[src/rtl/decode_stage_p_pkg.sv]
// rtl/decode_stage_p_pkg.sv - RV32I opcodes, branch func_3 codes and immediate-format decode helpers
package decode_stage_p_pkg;

    localparam logic [6:0] OP_LUI    = 7'b0110111;
    localparam logic [6:0] OP_AUIPC  = 7'b0010111;
    localparam logic [6:0] OP_JAL    = 7'b1101111;
    localparam logic [6:0] OP_JALR   = 7'b1100111;
    localparam logic [6:0] OP_BRANCH = 7'b1100011;
    localparam logic [6:0] OP_LOAD   = 7'b0000011;
    localparam logic [6:0] OP_STORE  = 7'b0100011;
    localparam logic [6:0] OP_IMM    = 7'b0010011;
    localparam logic [6:0] OP_REG    = 7'b0110011;

    localparam logic [2:0] F3_BEQ  = 3'd0;
    localparam logic [2:0] F3_BNE  = 3'd1;
    localparam logic [2:0] F3_BLT  = 3'd4;
    localparam logic [2:0] F3_BGE  = 3'd5;
    localparam logic [2:0] F3_BLTU = 3'd6;
    localparam logic [2:0] F3_BGEU = 3'd7;

    typedef enum logic [2:0] {
        IMM_NONE,
        IMM_I,
        IMM_S,
        IMM_B,
        IMM_U,
        IMM_J
    } imm_fmt_e;

    function automatic imm_fmt_e imm_fmt_of(input logic [6:0] opcode);
        imm_fmt_e fmt;
        case (opcode)
            OP_IMM, OP_LOAD, OP_JALR: fmt = IMM_I;
            OP_STORE:                 fmt = IMM_S;
            OP_BRANCH:                fmt = IMM_B;
            OP_LUI, OP_AUIPC:         fmt = IMM_U;
            OP_JAL:                   fmt = IMM_J;
            default:                  fmt = IMM_NONE;
        endcase
        return fmt;
    endfunction

    // Only R, S and B formats read rs2; others reuse those bits as immediate.
    function automatic logic uses_rs2(input logic [6:0] opcode);
        return (opcode == OP_REG) || (opcode == OP_STORE) || (opcode == OP_BRANCH);
    endfunction

    // Returns the 32-bit sign-extended immediate; inst[6:0] is not needed here.
    function automatic logic [31:0] imm_of(input logic [31:7] inst, input imm_fmt_e fmt);
        logic [31:0] imm;
        case (fmt)
            IMM_I:   imm = {{20{inst[31]}}, inst[31:20]};
            IMM_S:   imm = {{20{inst[31]}}, inst[31:25], inst[11:7]};
            IMM_B:   imm = {{19{inst[31]}}, inst[31], inst[7], inst[30:25], inst[11:8], 1'b0};
            IMM_U:   imm = {inst[31:12], 12'b0};
            IMM_J:   imm = {{11{inst[31]}}, inst[31], inst[19:12], inst[20], inst[30:21], 1'b0};
            default: imm = '0;
        endcase
        return imm;
    endfunction

endpackage

[src/rtl/register_file_p.sv]
// rtl/register_file_p.sv - 2R1W register file, x0 hardwired 0; STAGE_2_BYPASS_EN forwards same-cycle writes
module register_file_p
    import decode_stage_p_pkg::*;
#(
    parameter int  XLEN   = 32,
    parameter int  NREGS  = 32,
    localparam int REG_AW = $clog2(NREGS)
) (
    input  logic              clk,
    input  logic              rst_n,
    input  logic              we,
    input  logic [REG_AW-1:0] waddr,
    input  logic [XLEN-1:0]   wdata,
    input  logic [REG_AW-1:0] raddr_1,
    input  logic [REG_AW-1:0] raddr_2,
    output logic [XLEN-1:0]   rdata_1,
    output logic [XLEN-1:0]   rdata_2
);

    logic [XLEN-1:0] regs [NREGS];
    logic            wr_en;

    assign wr_en = we && (waddr != '0);

    always_ff @(posedge clk or negedge rst_n) begin
        if (!rst_n) begin
            for (int i = 0; i < NREGS; i++) begin
                regs[i] <= '0;
            end
        end else if (wr_en) begin
            regs[waddr] <= wdata;
        end
    end

    always_comb begin
        rdata_1 = (raddr_1 == '0) ? '0 : regs[raddr_1];
        rdata_2 = (raddr_2 == '0) ? '0 : regs[raddr_2];
`ifdef STAGE_2_BYPASS_EN
        if (wr_en && (waddr == raddr_1)) begin
            rdata_1 = wdata;
        end
        if (wr_en && (waddr == raddr_2)) begin
            rdata_2 = wdata;
        end
`endif
    end

endmodule

[src/rtl/decode_stage_p.sv]
// rtl/decode_stage_p.sv - registered RV32I decode stage with branch resolve and load-use stall (option STAGE_2_BYPASS_EN)
module decode_stage_p
    import decode_stage_p_pkg::*;
#(
    parameter int  XLEN   = 32,
    parameter int  NREGS  = 32,
    localparam int REG_AW = $clog2(NREGS)
) (
    input  logic              i_clk,
    input  logic              i_rst,
    input  logic              i_valid,
    output logic              o_ready,
    input  logic [31:0]       i_inst,
    input  logic [XLEN-1:0]   i_pc,
    input  logic              i_reg_op,
    input  logic [REG_AW-1:0] i_w_rd_num,
    input  logic [XLEN-1:0]   i_w_rd,
    input  logic              i_ex_load,
    input  logic [REG_AW-1:0] i_ex_rd_num,
    input  logic              i_flush,
    input  logic              i_ready,
    output logic              o_valid,
    output logic [XLEN-1:0]   o_pc,
    output logic [XLEN-1:0]   o_rs_1,
    output logic [XLEN-1:0]   o_rs_2,
    output logic [XLEN-1:0]   o_imm,
    output logic [REG_AW-1:0] o_rd_num,
    output logic [6:0]        o_opcode,
    output logic [2:0]        o_func_3,
    output logic [6:0]        o_func_7,
    output logic              o_b_taken,
    output logic [XLEN-1:0]   o_b_pc
);

    logic [6:0]        opcode;
    logic [2:0]        func_3;
    logic [6:0]        func_7;
    logic [REG_AW-1:0] rd_num;
    logic [REG_AW-1:0] rs1_num;
    logic [REG_AW-1:0] rs2_num;
    imm_fmt_e          imm_fmt;
    logic [31:0]       imm_32;
    logic [XLEN-1:0]   imm;
    logic [XLEN-1:0]   rs1_val;
    logic [XLEN-1:0]   rs2_val;
    logic              hazard;
    logic              accept;
    logic              drop;
    logic              kill;
    logic              br_take;
    logic [XLEN-1:0]   br_target;

    assign opcode  = i_inst[6:0];
    assign rd_num  = REG_AW'(i_inst[11:7]);
    assign func_3  = i_inst[14:12];
    assign rs1_num = REG_AW'(i_inst[19:15]);
    assign rs2_num = REG_AW'(i_inst[24:20]);
    assign func_7  = i_inst[31:25];
    assign imm_fmt = imm_fmt_of(opcode);
    assign imm_32  = imm_of(i_inst[31:7], imm_fmt);
    assign imm     = XLEN'($signed(imm_32));

    register_file_p #(
        .XLEN  (XLEN),
        .NREGS (NREGS)
    ) u_register_file (
        .clk     (i_clk),
        .rst_n   (i_rst),
        .we      (i_reg_op),
        .waddr   (i_w_rd_num),
        .wdata   (i_w_rd),
        .raddr_1 (rs1_num),
        .raddr_2 (rs2_num),
        .rdata_1 (rs1_val),
        .rdata_2 (rs2_val)
    );

    // rs1 is compared for every opcode, so formats without rs1 may stall conservatively.
    assign hazard = i_valid && i_ex_load && (i_ex_rd_num != '0) &&
                    ((i_ex_rd_num == rs1_num) ||
                     (uses_rs2(opcode) && (i_ex_rd_num == rs2_num)));

    assign o_ready = !hazard && (!o_valid || i_ready);
    assign accept  = i_valid && o_ready && !kill;
    assign drop    = i_valid && o_ready && kill;

    always_comb begin
        br_take   = 1'b0;
        br_target = i_pc + imm;
        case (opcode)
            OP_JAL: br_take = 1'b1;
            OP_JALR: begin
                br_take   = 1'b1;
                br_target = (rs1_val + imm) & ~XLEN'(1);
            end
            OP_BRANCH: begin
                case (func_3)
                    F3_BEQ:  br_take = (rs1_val == rs2_val);
                    F3_BNE:  br_take = (rs1_val != rs2_val);
                    F3_BLT:  br_take = ($signed(rs1_val) <  $signed(rs2_val));
                    F3_BGE:  br_take = ($signed(rs1_val) >= $signed(rs2_val));
                    F3_BLTU: br_take = (rs1_val <  rs2_val);
                    F3_BGEU: br_take = (rs1_val >= rs2_val);
                    default: br_take = 1'b0;
                endcase
            end
            default: br_take = 1'b0;
        endcase
    end

    always_ff @(posedge i_clk or negedge i_rst) begin
        if (!i_rst) begin
            o_valid   <= 1'b0;
            o_pc      <= '0;
            o_rs_1    <= '0;
            o_rs_2    <= '0;
            o_imm     <= '0;
            o_rd_num  <= '0;
            o_opcode  <= '0;
            o_func_3  <= '0;
            o_func_7  <= '0;
            o_b_taken <= 1'b0;
            o_b_pc    <= '0;
            kill      <= 1'b0;
        end else if (i_flush) begin
            o_valid   <= 1'b0;
            o_b_taken <= 1'b0;
            kill      <= 1'b0;
        end else if (accept) begin
            o_valid   <= 1'b1;
            o_pc      <= i_pc;
            o_rs_1    <= rs1_val;
            o_rs_2    <= rs2_val;
            o_imm     <= imm;
            o_rd_num  <= rd_num;
            o_opcode  <= opcode;
            o_func_3  <= func_3;
            o_func_7  <= func_7;
            o_b_taken <= br_take;
            if (br_take) begin
                o_b_pc <= br_target;
                kill   <= 1'b1;
            end
        end else begin
            // Covers bubble, drained output and dropped wrong-path slot alike.
            o_b_taken <= 1'b0;
            if (i_ready) begin
                o_valid <= 1'b0;
            end
            if (drop) begin
                kill <= 1'b0;
            end
        end
    end

endmodule

[config.mk]
export PLATFORM = sky130hd
export DESIGN_NAME = decode_stage_p
export DESIGN_NICKNAME = d
export VERILOG_FILES = /design/src/rtl/decode_stage_p_pkg.sv /design/src/rtl/register_file_p.sv /design/src/rtl/decode_stage_p.sv
export SDC_FILE = /design/constraint.sdc
export NUM_CORES = 2
export LEC_CHECK = 0
export ABC_AREA = 0
export ABC_CLOCK_PERIOD_IN_PS = 4100
export BUFFER_PORTS_ARGS = -buffer_cell sky130_fd_sc_hd__buf_2
export CORE_AREA = 2 2 385 387
export CTS_CLUSTER_SIZE = 24
export DETAILED_ROUTE_END_ITERATION = 10
export DIE_AREA = 0 0 387 389
export GPL_TIMING_DRIVEN = 1
export PLACE_DENSITY_LB_ADDON = 0.25
export SLEW_MARGIN = 20
export SYNTH_ARGS = -nofsm -noshare
export SYNTH_HDL_FRONTEND = slang
export SYNTH_SLANG_ARGS = --single-unit
[constraint.sdc]
create_clock -name i_clk -period 4.1 [get_ports i_clk]
set_clock_uncertainty 0.2 [all_clocks]
set_input_delay 0.615 -clock i_clk [delete_from_list [all_inputs] [get_ports i_clk]]
set_output_delay 0.615 -clock i_clk [all_outputs]
set_load 0.03 [all_outputs]
Word-level counts from Yosys, hierarchy flattened --
Cells that the tools add are included.
Word-level totals: register bits 1209, bits of input ports 113, output and inout port bits 185, logic and storage cells 137
Cells by class: $add $sub $neg 2, $lt $le $gt $ge 8, equality and inequality tests 24, mux-type cells 25, bitwise gates (word level) 4, reduce and logical (&&, ||, !) cells 30
Operator list (number):
- $bwmux 1024 | 1
- $bmux 32 s5 | 2
- $mux 32 | 8
- $demux 32 s5 | 1
- $pmux 32 s5 | 1
- $add 32x32->32 | 2
- $ge 32x32->1 | 2
- $lt 32x32->1 | 2
- $eq 32x32->1 | 1
- $ne 32x32->1 | 1
- $eq 7x6->1 const B | 3
- $eq 7x7->1 const B | 3
- $eq 3x3->1 const B | 6
- $ge 6x6->1 const B | 3
- $not 5->6 | 3
- $pmux 3 s5 | 1
- $eq 7x5->1 const B | 2
- $eq 5x5->1 | 2
- $logic_and 1x1->1 | 10
- $logic_not 5->1 | 2
- $reduce_bool 5->1 | 2
- $mux 1 | 9
- $eq 7x2->1 const B | 1
- $eq 3x1->1 const B | 2
- other kinds (14) | 23

Depth between registers and ports, before layout --
depth in word-level cells 13, mapped depth 22, mapped depth without buffers 17

Modules after synthesis --
Synthesis repeated with hierarchy kept, for this count alone.
Second synthesis, totals: cells, all modules 4804, area total of the unflattened synthesis 65974.5 um^2
By module, submodules not included:
- register_file_p | instances 1, cells each 3664, area each 54354.6 um^2, sequential area each 25624.6 um^2
- decode_stage_p | instances 1, cells each 1140, area each 11619.9 um^2, sequential area each 4629.4 um^2

Worst setup path after synthesis --
Ideal clock, no wire load.
path type input-to-reg, start point in i_inst[15], end point reg o_b_pc[18], setup time 0.125 ns, arrival 5.170 ns, data required time 3.775 ns, slack -1.395 ns, stages on the path 19, path buffers 4, cells stage by stage buf_2 buf_2 clkbuf_1 buf_2 mux4_2 mux4_2 mux2i_1 nor2_1 ha_1 a21o_1 a21oi_1 o221ai_1 a211o_1 a211oi_2 mux2i_1 a2111oi_2 o21ai_2 clkinv_1 mux2_2
Between the ends: word-level cells in the longest chain between the ends 9, elaborated cells on any way between the ends 26, classes of those cells add/sub: 2; order compare: 4; eq/ne: 3; mux: 8; bitwise: 1; reduce/logical: 8
Ends and longest elaborated chain:
- start: declaration | line decode_stage_p.sv:13 | input logic [31:0] i_inst,
- $not 5->6 (implied by the code) | line register_file_p.sv:36 | rdata_1 = (raddr_1 == '0) ? '0 : regs[raddr_1];
- $bmux 32 s5 | line register_file_p.sv:36
- $mux 32 (implied by the code) (2 in a row) | line register_file_p.sv:36
- $mux 32 * | line register_file_p.sv:36
- net rs1_val[3] | line decode_stage_p.sv:44 | logic [XLEN-1:0] rs1_val;
- $ge 32x32->1, or another cell as far along | line decode_stage_p.sv:103 | F3_BGEU: br_take = (rs1_val >= rs2_val);
- $pmux 1 s6 | line decode_stage_p.sv:97 | case (func_3)
- $pmux 1 s2 | line decode_stage_p.sv:90 | case (opcode)
- $reduce_and 3->1 (no line)
- end signal: assignment | line decode_stage_p.sv:141 | o_b_pc <= br_target;
- end: declaration | line decode_stage_p.sv:32 | output logic [XLEN-1:0] o_b_pc
Mark *: on every way through the listed nets, which the timed path passes. The rest lies on a longest branch. The select of a mux whose other input is x is not followed. A chain may end at the register's enable or synchronous reset.

Final worst setup path --
start point in i_inst[20], end point reg o_b_pc[23]
Between the ends: word-level cells in the longest chain between the ends 9, elaborated cells on any way between the ends 27, classes of those cells add/sub: 2; order compare: 4; eq/ne: 3; mux: 8; bitwise: 1; reduce/logical: 9
Ends and longest elaborated chain (line):
- $not 5->6 (implied by the code) or $eq 5x5->1 (tied branches) | register_file_p.sv:37, decode_stage_p.sv:81
- $bmux 32 s5 or $logic_and 1x1->1 (tied branches) | register_file_p.sv:37, decode_stage_p.sv:81
- $mux 32 (implied by the code) or $logic_or 1x1->1 (tied branches) | register_file_p.sv:37, decode_stage_p.sv:80
- $mux 32 (implied by the code) or $logic_and 1x1->1 (tied branches) | register_file_p.sv:37, decode_stage_p.sv:79
- $mux 32 or $logic_not 1->1 (tied branches) | register_file_p.sv:37, decode_stage_p.sv:83
- $ge 32x32->1, or another cell as far along | decode_stage_p.sv:103
- $pmux 1 s6 or $logic_and 1x1->1 (tied branches) | decode_stage_p.sv:97, decode_stage_p.sv:84
- $pmux 1 s2 or $logic_and 1x1->1 (tied branches) | decode_stage_p.sv:90, decode_stage_p.sv:84
- $reduce_and 3->1 (no line)
Parallel ways exist; a longest one is shown, timed or not. The select of a mux whose other input is x is not followed.

==> reports/metrics.yaml <==
status: "complete, but fails checks"
violations: "negative setup slack"
areaGrowthSynthToFinish_pct: 23.80
fp-row-count: 141
num_vias: 45460
synth_top_area_share_pct: 46.17
drtIter0Drc: 4084
antenna_found_initial: 23
ys.flop_type: "dfrtp_1"
syn_inst: 4599
peakVddDrop_mv: 0.3096
fin_cells: 7443
setup.worst_path.end_class: "flip-flop"
synth_area_leaders: "dfrtp_1 46%, mux4_2 22%, mux2_2 18%, nand2_1 2.5%, ha_1 1.8%"
maxCapViolations: 0
yosysUniqueCellTypes: 84
die_w_um: 387
first_pass_iters: 8
hp-class: "in -> reg"
final-hold-violation-count: 0
layout-drive-gt1-share_pct: 55.98
placed_cells: 7111
placed_cell_area_um2: 75000
cts_max_path_buffers: 3
final.fill_count: 11810
ant_nets: 0
ctsHtreeMaxLevel: 4
fmax_mhz: 207.6
clock_sinks: 1209
synthArstFlopShare_pct: 100.0
final_nets: 5612
port_buffers: 297
arrival_ns: 5.26
grt_overflow: 0
worst_slack_ns: -0.7160
wl_per_cell_um: 28.51
dieArea_um2: 150500
tns_ns: -20.53
clock-root-buffer: "clkbuf_16"
avgSynthCellArea_um2: 14.25
worst_pin_slew_ns: 1.183
rsz0062_at_grt: "true"
path_clk_slew_ns: 0.06
place_ws_ns: -2.175
finalMaxSlewViolations: 0
path_max_fanout: 9
seq_area_frac_synth_pct: 46.17
cellPowerDensity_nw_per_um2: 479.0
worst-setup-path-type: "in -> reg"
initial_utilization_pct: 44.70
critPathRequiredTime_ns: 4.54
setup_violations: 34
cts_tree: "yes"
grt_pass1_vias: 46570
drcViolationCount: 0
fin_area_um2: 81120
grt_usage_pct: 28.11
leakagePower_uw: 0.03720
ioPinCount: 298
startpoint_type: "input pin"
synth-seq-cells: 1209
period_share_pct: 117.5
min_period_ns: 4.816
place.gp.congestion: 0.9222
yosys_warnings: 0
vias_per_cell: 6.108
yosys.cell_count.top_type: "dfrtp_1"
yosys.area.top_type: "dfrtp_1"
final_core_util_pct: 55.33
grt_max_degree: 119
wl_um: 212200
relSlewSlack_pct: 21.12
cts_buffers: 134
core-area_um2: 146600
synth_common_cells: "1209 x dfrtp_1, 1032 x mux2_2, 634 x mux4_2, 444 x nand2_1, 292 x clkbuf_1"
syn-cell-area_um2: 65530
syn_nets: 4807
die_h_um: 389
synth_edf_count: 0
clkLatencyLatePin_ns: 0.77
hpwlAfterDp_um: 135400
grt_first_pass_wirelength_um: 312900
## cell type report
| cell class | instances | area [um2] | area share [%] |
|---|---|---|---|
| Inverter | 23 | 91.34 | 0.1126 |
| Clock inverter | 48 | 579.3 | 0.7141 |
| Clock buffer | 191 | 4066 | 5.013 |
| Multi-Input combinational cell | 2929 | 34120 | 42.06 |
| Sequential cell | 1209 | 30250 | 37.30 |
| Timing Repair Buffer | 1107 | 9580 | 11.81 |
| Tap cell | 1930 | 2415 | 2.977 |
| Antenna cell | 6 | 15.01 | 0.01851 |
## routing by layer
layer | GRT usage (%) | up-vias | part of all wire, % | routed length, um
met1 | 39.56 | 24170 | 43 | 90770
met3 | 5.993 | 408 | 7.7 | 16280
met2 | 43.67 | 1805 | 46 | 97430
met4 | 9.241 | 30 | 3.6 | 7549
li1 | - | 19060 | - | -
met5 | 0 | - | 0.088 | 186
## power breakdown
| part | internal (uW) | switching [uW] | total, uW |
|---|---|---|---|
| registers | 14200 | 1580 | 15700 |
| clock network | 7550 | 5160 | 12700 |
| logic | 5770 | 4630 | 10400 |
| total | 27500 | 11400 | 38900 |
## worst paths after layout
check                                          startpoint  cells past startpoint                        end  slack [ns]
worst min-delay path                           i_inst[13]                      4                o_func_3[1]        0.06
worst min register to register  u_register_file.regs[995]                      0  u_register_file.regs[995]        0.20
min in group asynchronous                           i_rst                      2                    o_pc[5]        0.21
worst max register to register  u_register_file.regs[259]                     18                 o_b_pc[23]       -0.70
max in group asynchronous                           i_rst                      3  u_register_file.regs[947]        2.26
worst max-delay path                           i_inst[20]                     21                 o_b_pc[23]       -0.72
## cells in the final DEF, fill, tap and decap left out, types with 73 or more instances in the layout
| cell type | count |
|---|---|
| clkbuf_16 | 145 |
| nor2_1 | 88 |
| a21oi_1 | 73 |
| mux4_2 | 634 |
| buf_2 | 287 |
| buf_12 | 123 |
| buf_4 | 622 |
| ha_1 | 90 |
| o21ai_0 | 100 |
| nand2_1 | 416 |
| dfrtp_1 | 1209 |
| mux2_2 | 1030 |
## worst max-delay path, stage by stage
cell,delay [ns]
buf_16,0.18
buf_16,0.18
buf_12,0.13
buf_4,0.11
mux4_2,0.48
mux4_2,0.47
mux2_2,0.29
o21ai_1,0.11
ha_1,0.28
a21o_1,0.18
a21oi_2,0.15
o221ai_2,0.13
a211o_4,0.40
a211oi_4,0.25
buf_12,0.17
mux2i_4,0.08
a2111oi_4,0.33
o21ai_4,0.15
buf_6,0.16
buf_16,0.13
a211o_1,0.25
## through the flow
stage          hold WS, ns  power, uW
6_report           0.06244      38860
5_1_grt            0.06372      40440
4_1_cts            0.01403      38820
3_5_place_dp        0.1834      25880
3_3_place_gp        0.1767      25600
2_1_floorplan       0.1194      21860
## kinds of logic after synthesis
| family | count (synthesis) | share of synthesized area [%] |
|---|---|---|
| buf+inv | 461 | 2.822 |
| fa+ha+maj | 95 | 1.837 |
| simple gates | 685 | 4.491 |
| compound gates | 378 | 3.666 |
| mux | 1710 | 40.20 |
| xor+xnor | 61 | 0.8153 |
| flops | 1209 | 46.17 |
## sequential cells by signal, indices dropped and copies added (netlist names)
register              cells
o_imm                    32
kill                      1
o_rs_1                   32
u_register_file.regs   1024
o_func_3                  3
o_b_pc                   32
o_rs_2                   32
o_pc                     32
o_func_7                  7
o_opcode                  7
o_rd_num                  5
o_valid                   1
o_b_taken                 1
## timing repair
action                     4_1_cts  5_1_grt
hold endpoints to repair       135        0
gates resized for setup         60       55
setup endpoints to repair       34       34
pin swaps                       18       20
cloned                           2        4
hold buffers                    49        0
setup buffers                    8       25
(Power assumes the default switching activity.)
